===== src/rtl/bank_req_queue.sv =====
// Request queue between a crossbar bank output and the bank pipeline.
// Circular buffer with per-channel pending counters and a sticky one-hot error flag.
package bank_req_queue_pkg;
   typedef struct packed {
      logic [7:0] num_banks;
      logic [7:0] num_ch;
   } mpc_cfg_t;

   typedef struct packed {
      logic [2:0]  channel_1hot_id;
      logic [1:0]  op;
      logic [15:0] addr;
      logic [31:0] wdata;
   } bank_req_t;
endpackage

module bank_req_queue
   import bank_req_queue_pkg::*;
#(
   parameter mpc_cfg_t    Cfg         = '0,
   parameter type         wbufWidth_t = logic,
   parameter int unsigned DEPTH       = 4
) (
   input  logic                                clk,
   input  logic                                rst_n,
   input  logic                                u_bank_req_valid,
   output logic                                u_bank_req_ready,
   input  bank_req_t                           u_bank_req,
   input  wbufWidth_t                          u_bank_req_wbuf_id,
   output logic                                d_pipe_req_valid,
   input  logic                                d_pipe_req_ready,
   output bank_req_t                           d_pipe_req,
   output wbufWidth_t                          d_pipe_req_wbuf_id,
   output logic [2:0][$clog2(DEPTH+1)-1:0]     ch_pending_cnt,
   output logic                                q_full,
   output logic                                q_empty,
   output logic                                err_not_1hot
);

   localparam int unsigned AW = $clog2(DEPTH);
   localparam int unsigned CW = $clog2(DEPTH + 1);

   logic [AW:0]          wptr_q, wptr_d;
   logic [AW:0]          rptr_q, rptr_d;
   logic [2:0][CW-1:0]   cnt_q, cnt_d;
   logic                 err_q, err_d;
   bank_req_t            mem_q  [DEPTH];
   wbufWidth_t           wbuf_q [DEPTH];
   bank_req_t            head;
   logic                 push, pop;

   // Full/empty come from registered pointers only, so a same-cycle pop never frees a slot early.
   assign q_empty = (wptr_q == rptr_q);
   assign q_full  = (wptr_q[AW] != rptr_q[AW]) && (wptr_q[AW-1:0] == rptr_q[AW-1:0]);

   assign u_bank_req_ready = !q_full;
   assign d_pipe_req_valid = !q_empty;

   assign push = u_bank_req_valid && !q_full;
   assign pop  = d_pipe_req_ready && !q_empty;

   assign head               = mem_q[rptr_q[AW-1:0]];
   assign d_pipe_req         = head;
   assign d_pipe_req_wbuf_id = wbuf_q[rptr_q[AW-1:0]];
   assign ch_pending_cnt     = cnt_q;
   assign err_not_1hot       = err_q;

   always_comb begin
      wptr_d = wptr_q;
      rptr_d = rptr_q;
      cnt_d  = cnt_q;
      err_d  = err_q;
      if (push) begin
         wptr_d = wptr_q + (AW+1)'(1);
         if (!$onehot(u_bank_req.channel_1hot_id)) err_d = 1'b1;
      end
      if (pop) rptr_d = rptr_q + (AW+1)'(1);
      for (int unsigned i = 0; i < 3; i++) begin
         case ({push && u_bank_req.channel_1hot_id[i], pop && head.channel_1hot_id[i]})
            2'b10:   cnt_d[i] = cnt_q[i] + CW'(1);
            2'b01:   cnt_d[i] = cnt_q[i] - CW'(1);
            default: cnt_d[i] = cnt_q[i];
         endcase
      end
   end

   always_ff @(posedge clk or negedge rst_n) begin
      if (!rst_n) begin
         wptr_q <= '0;
         rptr_q <= '0;
         cnt_q  <= '0;
         err_q  <= 1'b0;
      end else begin
         wptr_q <= wptr_d;
         rptr_q <= rptr_d;
         cnt_q  <= cnt_d;
         err_q  <= err_d;
      end
   end

   // Payload storage is intentionally left unreset.
   always_ff @(posedge clk) begin
      if (push) begin
         mem_q[wptr_q[AW-1:0]]  <= u_bank_req;
         wbuf_q[wptr_q[AW-1:0]] <= u_bank_req_wbuf_id;
      end
   end

endmodule


===== config.mk =====
export PLATFORM = sky130hd
export DESIGN_NAME = bank_req_queue
export DESIGN_NICKNAME = d
export VERILOG_FILES = /design/src/rtl/bank_req_queue.sv
export SDC_FILE = /design/constraint.sdc
export NUM_CORES = 1
export LEC_CHECK = 0
export ABC_CLOCK_PERIOD_IN_PS = 3900
export BUFFER_PORTS_ARGS = -buffer_cell sky130_fd_sc_hd__buf_2
export CAP_MARGIN = 20
export CORE_MARGIN = 2
export CORE_UTILIZATION = 40
export CTS_BUF_LIST = sky130_fd_sc_hd__clkbuf_4 sky130_fd_sc_hd__clkbuf_8 sky130_fd_sc_hd__clkbuf_16
export DETAILED_ROUTE_END_ITERATION = 12
export PLACE_DENSITY = 0.57
export SYNTH_ARGS = -nofsm -noshare
export SYNTH_HDL_FRONTEND = slang
export SYNTH_SLANG_ARGS = --single-unit

===== constraint.sdc =====
create_clock -name clk -period 3.9 [get_ports clk]
set_clock_uncertainty 0.2 [all_clocks]
set_input_delay 0.78 -clock clk [delete_from_list [all_inputs] [get_ports clk]]
set_output_delay 0.78 -clock clk [all_outputs]
set_load 0.02 [all_outputs]

# [Yosys cells after proc, flatten, opt, wreduce, memory -nomap -nowiden]
# Memory sizes are Yosys's and may differ from the RTL's.
# Index checks and enable logic that the tools add are counted.
[totals] ff_bits=16 ram_bits=216 out_inout_bits=68 elab_cells=49 n_memories=2
[memory_table] name="mem_q" words=4 word_bits=53 read_ports=1 rd_clocked_by_memory_dff=0 wr=1 line_no="47" rtl="bank_req_t mem_q [DEPTH];"
[memory_table] name="wbuf_q" words=4 word_bits=1 read_ports=1 rd_clocked_by_memory_dff=0 wr=1 line_no="48" rtl="wbufWidth_t wbuf_q [DEPTH];"
[classes] addsub=10 eq_ne=10 n_mux=5 bitwise=1 n_reduce_logical=15
[op_table] op="3-bit one-hot mux with 2 select lines" n=3
[op_table] op="3-bit by 1-bit adder with 3-bit output (second input constant)" n=5
[op_table] op="1-bit logical AND" n=9
[op_table] op="3-bit by 1-bit subtractor with 3-bit output (second input constant)" n=3
[op_table] op="2-bit by 1-bit equality test with 1-bit output (second input constant)" n=4
[op_table] op="2-bit equality test (second input constant)" n=3
[op_table] op="2-bit nonzero test" n=3
[op_table] op="3-bit equality test" n=1
[op_table] op="1-bit by 1-bit adder with 2-bit output" n=1
[op_table] op="2-bit by 1-bit adder with 2-bit output" n=1
[op_table] op="2-bit equality test" n=1
[op_table] op="1-bit zero test" n=2
[op_table] op="1-bit two-way mux" n=2
[op_table] op="2-bit AND reduction" n=1
[op_table] op="1-bit inequality test" n=1
[op_table] op="1-bit inverter" n=1

# [Depth between registers and ports, before layout]
# Gate-level depths: netlist of run 1.
[logic_depth] ltp_word=7 depth_mapped=9

# [Least setup slack after synthesis of run 1]
# Ideal clock, no wire load.
[synth_path] path_type="in2reg" start="in u_bank_req_valid" end="mem mem_q[3][0] (netlist name) (enable)" setup_time_ns=0.438 t_arrival_ns=2.538 required_ns=3.262 path_slack_ns=0.724 stages=2 n_path_buf=0 path_cell_list="nand2_1 -> a31oi_2"
[synth_via] elab_chain_cells=3
[synth_lines] element="from (decl)" line_no="26" rtl="input logic u_bank_req_valid,"
[synth_lines] element="1-bit logical AND" line_no="59" rtl="assign push = u_bank_req_valid && !q_full;"
[synth_lines] element="1-bit two-way mux" line_no="103" rtl="if (push) begin"
[synth_lines] element="1-bit two-way mux (implied by the code)" line_no="104" rtl="mem_q[wptr_q[AW-1:0]] <= u_bank_req;"
[synth_lines] element="to (decl)" line_no="47"
# Every way passes these cells.

==> results of run 1 <==
where the power goes:
group	internal (W)	switching, W
sequential	0.00333	0.000227
combinational	0.00117	0.00175
clock	0.00152	0.000958
total	0.00603	0.00293
cells by family after synthesis:
| group | after synthesis | synth area share, % |
|---|---|---|
| compound gates | 11 | 1.078 |
| xor+xnor | 17 | 1.942 |
| buf+inv | 24 | 1.361 |
| flops | 232 | 78.04 |
| simple gates | 23 | 1.404 |
| fa+ha+maj | 12 | 2.042 |
| mux | 57 | 14.14 |
per-layer routing:
layer  wire length, µm  track usage, %  up-vias
met1              6873           17.80     2176
li1                  -               -     1856
met2              8534           25.16      109
met5                12               0        -
met4               415           4.189        2
met3               957           3.726       26
how the worst max path moves through the flow:
stage / from / endpoint / slack, ps / cells after the start
final: rptr_q[0] / d_pipe_req[38] / 450 / 3
after global routing: rptr_q[0] / d_pipe_req[3] / 280 / 3
after CTS: rptr_q[0] / d_pipe_req[38] / 350 / 3
after detailed placement: rptr_q[0] / d_pipe_req[38] / 930 / 3
after global placement: rptr_q[0] / d_pipe_req[26] / 910 / 3
after floorplan: u_bank_req_valid / mem_q[3][0] / 720 / 2
metrics by stage:
step | std cells | total power (W)
2_1_floorplan | 376 | 0.005662
3_3_place_gp | 781 | 0.006542
3_5_place_dp | 781 | 0.006611
4_1_cts | 830 | 0.009129
5_1_grt | 830 | 0.009409
6_report | 830 | 0.008959
sequential cells by signal, indices dropped and copies added (netlist names):
name	cells
rptr_q	3
err_not_1hot	1
ch_pending_cnt	9
wptr_q	3
wbuf_q	4
mem_q	212
worst max-delay path, stage by stage, from the launching register on:
cell and delay, ps:
dfrtp_4 610, buf_4 530, mux4_2 590, buf_2 180
placed cells by master, fill, tap and decap left out, types with 4 or more instances in the layout:
master / count
mux4_2: 54
fa_1: 4
nand2_1: 5
xor2_1: 8
edfxtp_1: 216
dfrtp_1: 14
clkbuf_16: 27
buf_2: 125
inv_1: 11
ha_1: 8
buf_4: 12
xnor2_1: 6
clkbuf_4: 6
what timing repair did:
action                    4_1_cts  5_1_grt
hold endpoints to repair       16        0
hold buffers                    1        0
resized for setup               0        0
cell type report:
type,instances,share of cell area (%)
timing repair buffer,138,6.757
inverter,12,0.4194
tap,280,3.262
multi-input combinational,120,17.04
clock inverter,15,1.643
clock buffer,33,6.710
sequential,232,64.17
==> impl_metrics.yaml, run 1 <==
outcome:
  outcome: "finished, final reports clean"
yosys:
  synth_common_cells: "216 x edfxtp_1, 54 x mux4_2, 16 x dfrtp_1"
  synth_nets: 446
  syn_area_per_cell_um2: 23.47
  dominantRegCellSynth: "edfxtp_1"
  yosys_warnings: 0
  synth.most_common_cell: "edfxtp_1"
  synthTopCellsByArea: "edfxtp_1 74%, mux4_2 14%, dfrtp_1 4.5%, ha_1 1.1%, fa_1 0.91%"
  seq_area_frac_synth_pct: 78.04
  synth_cell_type_count: 28
  syn_area_um2: 8825
  synth_top_area_cell: "edfxtp_1"
  syn_inst: 376
  yosysTopAreaCellShare_pct: 73.50
  synth_edf_count: 216
  ys_seq_elements: 232
  async_flop_share_pct: 6.897
layout:
  drive_gt1_share_pct: 45.45
  diodes: 0
  final_core_util_pct: 49.37
  fin_area_um2: 10740
  regArea_um2: 6892
  multi_input_area_um2: 1831
  final_nets: 600
  fillCellCount: 1793
  areaGrowthSynthToFinish_pct: 21.71
detailed_routing:
  via_count: 4169
  first_pass_iters: 4
  vias_per_cell: 5.023
  routed_wl_um: 16790
  drcViolationCount: 0
  post_drt_wl_per_cell_um: 20.23
  drtIter0Drc: 223
  ant_nets: 0
die:
  start_util_pct: 40.56
  coreArea_um2: 21760
  die_h_um: 152.5
  rows: 54
  io_pins: 126
  die-area_um2: 23270
  fp.dieW_um: 152.5
timing:
  hold_viol: 0
  tightest_slew_ps: 610.4
  min_period_over_period_pct: 88.40
  setup_violations: 0
  setup_tns_ps: 0
  post-route-worst-setup-slack_ps: 452.4
  holdWs_ps: 250.2
  drv_slew: 0
  rsz0062_at_grt: "false"
  max_slew_margin_pct: 59.11
  post-route-min-period_ps: 3448
  fmax_ghz: 0.2901
clocking:
  clock_latency_ps: 520
  cts_buffers: 26
  clock_tree.buffer_depth: 3
  cts_setup_buffers: 0
  h-tree-depth: 1
  clkSinkCount: 232
  cts_tree: "built"
  clockRootBuffer: "clkbuf_16"
  path_clk_slew_ps: 60
worst_setup_path:
  r2r-start: "rptr_q[0]"
  r2r_slack_ps: 990
  cp_max_fo: 27
  cp-end-kind: "output port"
  crit_arrival_ps: 2470
  worst-endpoint-required_ps: 2920
  ff2ff_path_depth: 8
  crit_type: "register to output port"
  timing.rr.end: "ch_pending_cnt[2]"
  cp-start-kind: "register"
global_routing:
  grt_pass1_vias: 4499
  antenna_found_initial: 2
  gr-total-overflow: 0
  grt_start_max_net_pins: 31
  grt_pass1_wl_um: 25800
  grt_usage_pct: 14.39
place:
  gp_congestion: 0.7074
  placed_cell_area_um2: 9833
  place.port_buffers: 125
  dp_hpwl_um: 10330
  dp_slack_ps: 932.4
worst_hold_path:
  hold_class: "register to register"
  hold_depth: 1
  hold_end: "err_not_1hot"
  min_from: "err_not_1hot"
power:
  power.density_nw_per_um2: 834.1
  peakVddDrop_mv: 0.4758
  total_leakage_power_nw: 3.801
flow_run:
  cap_violations: 0
No activity file was read; power rests on OpenSTA's default activity.
==> inputs of run 2 (changes only) <==
--- a/config.mk
+++ b/config.mk
@@ -12,6 +12,7 @@
 export CORE_UTILIZATION = 40
 export CTS_BUF_LIST = sky130_fd_sc_hd__clkbuf_4 sky130_fd_sc_hd__clkbuf_8 sky130_fd_sc_hd__clkbuf_16
 export DETAILED_ROUTE_END_ITERATION = 12
+export MAX_ROUTING_LAYER = met4
 export PLACE_DENSITY = 0.57
 export SYNTH_ARGS = -nofsm -noshare
 export SYNTH_HDL_FRONTEND = slang
==> impl_metrics.yaml, run 2 (synthesized netlist as in run 1, its figures left out) <==
outcome:
  outcome: "finished, final reports clean"
detailed_routing:
  ant_nets: 0
  routed_wl_um: 16790
  drtIter0Drc: 207
  drcViolationCount: 0
  first_pass_iters: 4
  via_count: 4176
  vias_per_cell: 5.019
  post_drt_wl_per_cell_um: 20.18
clocking:
  clock_tree.buffer_depth: 3
  cts_tree: "built"
  cts_resized: 0
  ctsHoldBuffers: 1
  cts_setup_buffers: 0
  clkSinkCount: 232
  clock_latency_ps: 520
  clockRootBuffer: "clkbuf_16"
  path_clk_slew_ps: 60
  h-tree-depth: 1
  cts_buffers: 26
worst_setup_path:
  crit_arrival_ps: 2460
  cp_max_fo: 27
  cp-start-kind: "register"
  cp_slowest_cell: "dfrtp_4"
  cp-end-kind: "output port"
  worst-endpoint-required_ps: 2920
  crit_chain: "buf_4, mux4_2, buf_2"
  crit_type: "register to output port"
  crit_family: "buffers and inverters"
  cp.buffers_inverters: 2
  cp_slowest_stage_delay_ps: 600
place:
  place.port_buffers: 125
  dp_hpwl_um: 10330
  gp_congestion: 0.7153
power:
  power.density_nw_per_um2: 833.1
  peakVddDrop_mv: 0.4775
  total_leakage_power_nw: 3.801
die:
  die_h_um: 152.5
  coreArea_um2: 21760
  io_pins: 126
  fp.dieW_um: 152.5
  rows: 54
  die-area_um2: 23270
  start_util_pct: 40.56
layout:
  multi_input_area_um2: 1831
  largest_reg_flops: 212
  regArea_um2: 6892
  final_cell_mix: "216 x edfxtp_1, 125 x buf_2, 54 x mux4_2"
  final_nets: 600
  drive_gt1_share_pct: 45.45
  areaGrowthSynthToFinish_pct: 21.76
  layout_commonest_cell: "edfxtp_1"
  fillCellCount: 1791
global_routing:
  grt_start_max_net_pins: 31
  grt_pass1_vias: 4502
  grt_usage_pct: 14.84
  antenna_found_initial: 2
  grt_pass1_wl_um: 25790
  gr-total-overflow: 0
timing:
  holdWs_ps: 250.2
  min_period_over_period_pct: 88.30
  drv_slew: 0
  hold_viol: 0
  fmax_ghz: 0.2904
  tightest_slew_ps: 605.2
  rsz0062_at_grt: "false"
  setup_violations: 0
  setup_tns_ps: 0
  post-route-min-period_ps: 3444
  max_slew_margin_pct: 59.46
flow_run:
  cap_violations: 0
worst_hold_path:
  hold_class: "register to register"
-- run 2: where the power goes --
part           total (W)  switching (W)  internal (W)
Sequential       0.00356       0.000227       0.00333
Combinational    0.00291        0.00174       0.00117
Clock            0.00248       0.000959       0.00152
Total            0.00895        0.00293       0.00603
-- run 2: final timing paths --
kind	depth (start not counted)	endpoint	startpoint	slack (ps)
worst max-delay path	3	d_pipe_req[38]	rptr_q[0]	460
worst min-delay path	1	err_not_1hot	err_not_1hot	250
worst max register to register	8	ch_pending_cnt[2]	rptr_q[0]	1000
worst min register to register	1	err_not_1hot	err_not_1hot	250
max in group asynchronous	2	rptr_q[0]	rst_n	2640
min in group asynchronous	2	rptr_q[0]	rst_n	540
-- run 2: final cells by class --
class,count,share of cell area [%]
multi-input cells,120,17.04
flip-flops and latches,232,64.14
repair buffers,138,6.754
inverters,12,0.4192
well taps,280,3.260
diodes,2,0.04658
clock inverters,15,1.642
clock buffers,33,6.707
-- run 2: metal layers --
metal,vias to the layer above,part of all wire [%],GRT usage [%]
met3,25,5.9,3.555
met2,115,51,25.16
met4,0,2.5,4.189
li1,1857,-,-
met1,2179,41,17.93
met5,-,0,-
-- run 2: worst reg2reg max path, stage by stage, from the launching register on --
cell     delay (ps)
dfrtp_4         600
xnor2_2         550
a31oi_2         260
and2_1          200
ha_1            220
fa_1            380
xnor2_1         130
nor2_1          130
xor2_1          150
-- run 2: through the flow --
| step | area (µm²) | total power (W) | cells | setup WS, ps | utilization, % |
|---|---|---|---|---|---|
| floorplan | 8825 | 0.005662 | 376 | 723.8 | - |
| global placement | 9833 | 0.006542 | 781 | 911.9 | 45.20 |
| detailed placement | 9833 | 0.006611 | 781 | 932.4 | 45.20 |
| CTS | 10740 | 0.009129 | 830 | 353.9 | 49.37 |
| global route | 10750 | 0.009409 | 832 | 275.2 | 49.39 |
| finish | 10750 | 0.008952 | 832 | 456.1 | 49.39 |
==> inputs of run 3 (changes only) <==
--- a/config.mk
+++ b/config.mk
@@ -14,6 +14,7 @@
 export DETAILED_ROUTE_END_ITERATION = 12
 export MAX_ROUTING_LAYER = met4
 export PLACE_DENSITY = 0.57
+export RECOVER_POWER = 25
 export SYNTH_ARGS = -nofsm -noshare
 export SYNTH_HDL_FRONTEND = slang
 export SYNTH_SLANG_ARGS = --single-unit
==> impl_metrics.yaml, run 3 (synthesized netlist as in run 1, its figures left out) <==
detailed_routing:
  post_drt_wl_per_cell_um: 20.20
  ant_nets: 0
  wl_met2_um: 8547
  vias_per_cell: 5.030
  drcViolationCount: 0
  first_pass_iters: 4
  dr_wl_met3_um: 944
  top_layer: "met4"
  drtIter0Drc: 217
  routed_wl_um: 16780
  via_count: 4180
  m1WireLength_um: 6898
clocking:
  cts_tree: "built"
  clock_tree.buffer_depth: 3
  clkSinkCount: 232
  cts_buffers: 26
  h-tree-depth: 1
  cts_resized: 0
  path_clk_slew_ps: 60
  clockRootBuffer: "clkbuf_16"
  clock_latency_ps: 520
die:
  io_pins: 126
  rows: 54
  die-area_um2: 23270
  start_util_pct: 40.56
  coreArea_um2: 21760
  fp.dieW_um: 152.5
  die_h_um: 152.5
worst_setup_path:
  cp_slowest_stage_delay_ps: 600
  crit_chain: "buf_4, mux4_2, buf_2"
  cp_max_fo: 27
  worst-endpoint-required_ps: 2920
  crit_arrival_ps: 2460
  cp-start-kind: "register"
  r2r-start: "rptr_q[0]"
  ff2ff_path_depth: 8
  cp_slowest_cell: "dfrtp_4"
  cp-end-kind: "output port"
  timing.rr.end: "ch_pending_cnt[2]"
  r2r_slack_ps: 990
  crit_type: "register to output port"
timing:
  post-route-min-period_ps: 3442
  rsz0062_at_grt: "false"
  min_period_over_period_pct: 88.24
  setup_violations: 0
  max_slew_margin_pct: 59.21
  setup_tns_ps: 0
  drv_slew: 0
  tightest_slew_ps: 608.8
  fmax_ghz: 0.2906
  holdWs_ps: 250.3
  hold_viol: 0
layout:
  areaGrowthSynthToFinish_pct: 21.25
  multi_input_area_um2: 1831
  drive_gt1_share_pct: 39.27
  regArea_um2: 6892
  layout_commonest_cell: "edfxtp_1"
  final_nets: 600
  largest_reg_flops: 212
  final_cell_mix: "216 x edfxtp_1, 91 x buf_2, 54 x mux4_2"
  fillCellCount: 1808
worst_hold_path:
  hold_end: "err_not_1hot"
  min_from: "err_not_1hot"
  hold_class: "register to register"
  hold_depth: 1
power:
  power.density_nw_per_um2: 836.4
  internal_power_w: 0.006022
  p_seq_share_pct: 39.8
  p_sw_share_pct: 32.72
  peakVddDrop_mv: 0.4788
  combPwrFrac_pct: 32.5
  p_sw_w: 0.002928
  total_leakage_power_nw: 3.707
  p_clk_share_pct: 27.7
global_routing:
  gr-total-overflow: 0
  grt_pass1_vias: 4502
  grt_start_max_net_pins: 31
  antenna_found_initial: 1
  grt_usage_pct: 14.84
  grt_pass1_wl_um: 25790
place:
  gp_congestion: 0.7153
  place.port_buffers: 125
  dp_hpwl_um: 10330
outcome:
  outcome: "finished, final reports clean"
flow_run:
  cap_violations: 0
-- run 3: cell count changes in the layout (fill, tap and decap cells not counted) --
cell	change
buf_2	-34
clkbuf_1	+34
diode_2	-1
-- run 3: metrics by stage --
| stage | instances | setup slack [ps] | utilization, % | power [W] | cell area, µm² |
|---|---|---|---|---|---|
| final | 831 | 458.5 | 49.18 | 0.008950 | 10700 |
| after global placement | 781 | 911.9 | 45.20 | 0.006542 | 9833 |
| after floorplan | 376 | 723.8 | - | 0.005662 | 8825 |
| after CTS | 830 | 353.9 | 49.37 | 0.009129 | 10740 |
| after global routing | 831 | 275.2 | 49.18 | 0.009404 | 10700 |
| after detailed placement | 781 | 932.4 | 45.20 | 0.006611 | 9833 |
-- run 3: repair_timing --
action,4_1_cts,5_1_grt
setup endpoints to repair,0,0
endpoints found under the hold margin,16,0
hold buffers,1,0
buffers inserted,0,0
-- run 3: metal layers --
| metal | track usage [%] | up-vias |
|---|---|---|
| li1 | - | 1858 |
| met1 | 17.93 | 2198 |
| met2 | 25.16 | 101 |
| met3 | 3.555 | 23 |
| met4 | 4.189 | 0 |
| met5 | - | - |
-- run 3: area by class of cell --
| type | count | share of cell area, % |
|---|---|---|
| flip-flops and latches | 232 | 64.41 |
| multi-input cells | 120 | 17.11 |
| clock buffers | 33 | 6.735 |
| repair buffers | 138 | 6.384 |
| well taps | 280 | 3.274 |
| clock inverters | 15 | 1.649 |
| inverters | 12 | 0.4210 |
| diodes | 1 | 0.02339 |
-- run 3: how the worst max path moves through the flow --
stage                     start        endpoint  slack (ps)
4_1_cts               rptr_q[0]  d_pipe_req[38]         350
5_1_grt               rptr_q[0]   d_pipe_req[3]         280
6_report              rptr_q[0]  d_pipe_req[38]         460
3_3_place_gp          rptr_q[0]  d_pipe_req[26]         910
3_5_place_dp          rptr_q[0]  d_pipe_req[38]         930
2_1_floorplan  u_bank_req_valid     mem_q[3][0]         720
-- run 3: worst max-delay path, delay by kind of cell (launching register included) --
family	cells	cell delay [ps]
buf+inv	2	710
mux	1	590
flops	1	600
-- run 3: power groups by stage --
stage / registers (W) / logic, W / clock network, W
finish: 0.00356 / 0.00291 / 0.00248
global route: 0.00362 / 0.00314 / 0.00264
CTS: 0.00358 / 0.00300 / 0.00255
detailed placement: 0.00363 / 0.00298 / 0
global placement: 0.00359 / 0.00295 / 0
floorplan: 0.00359 / 0.00207 / 0
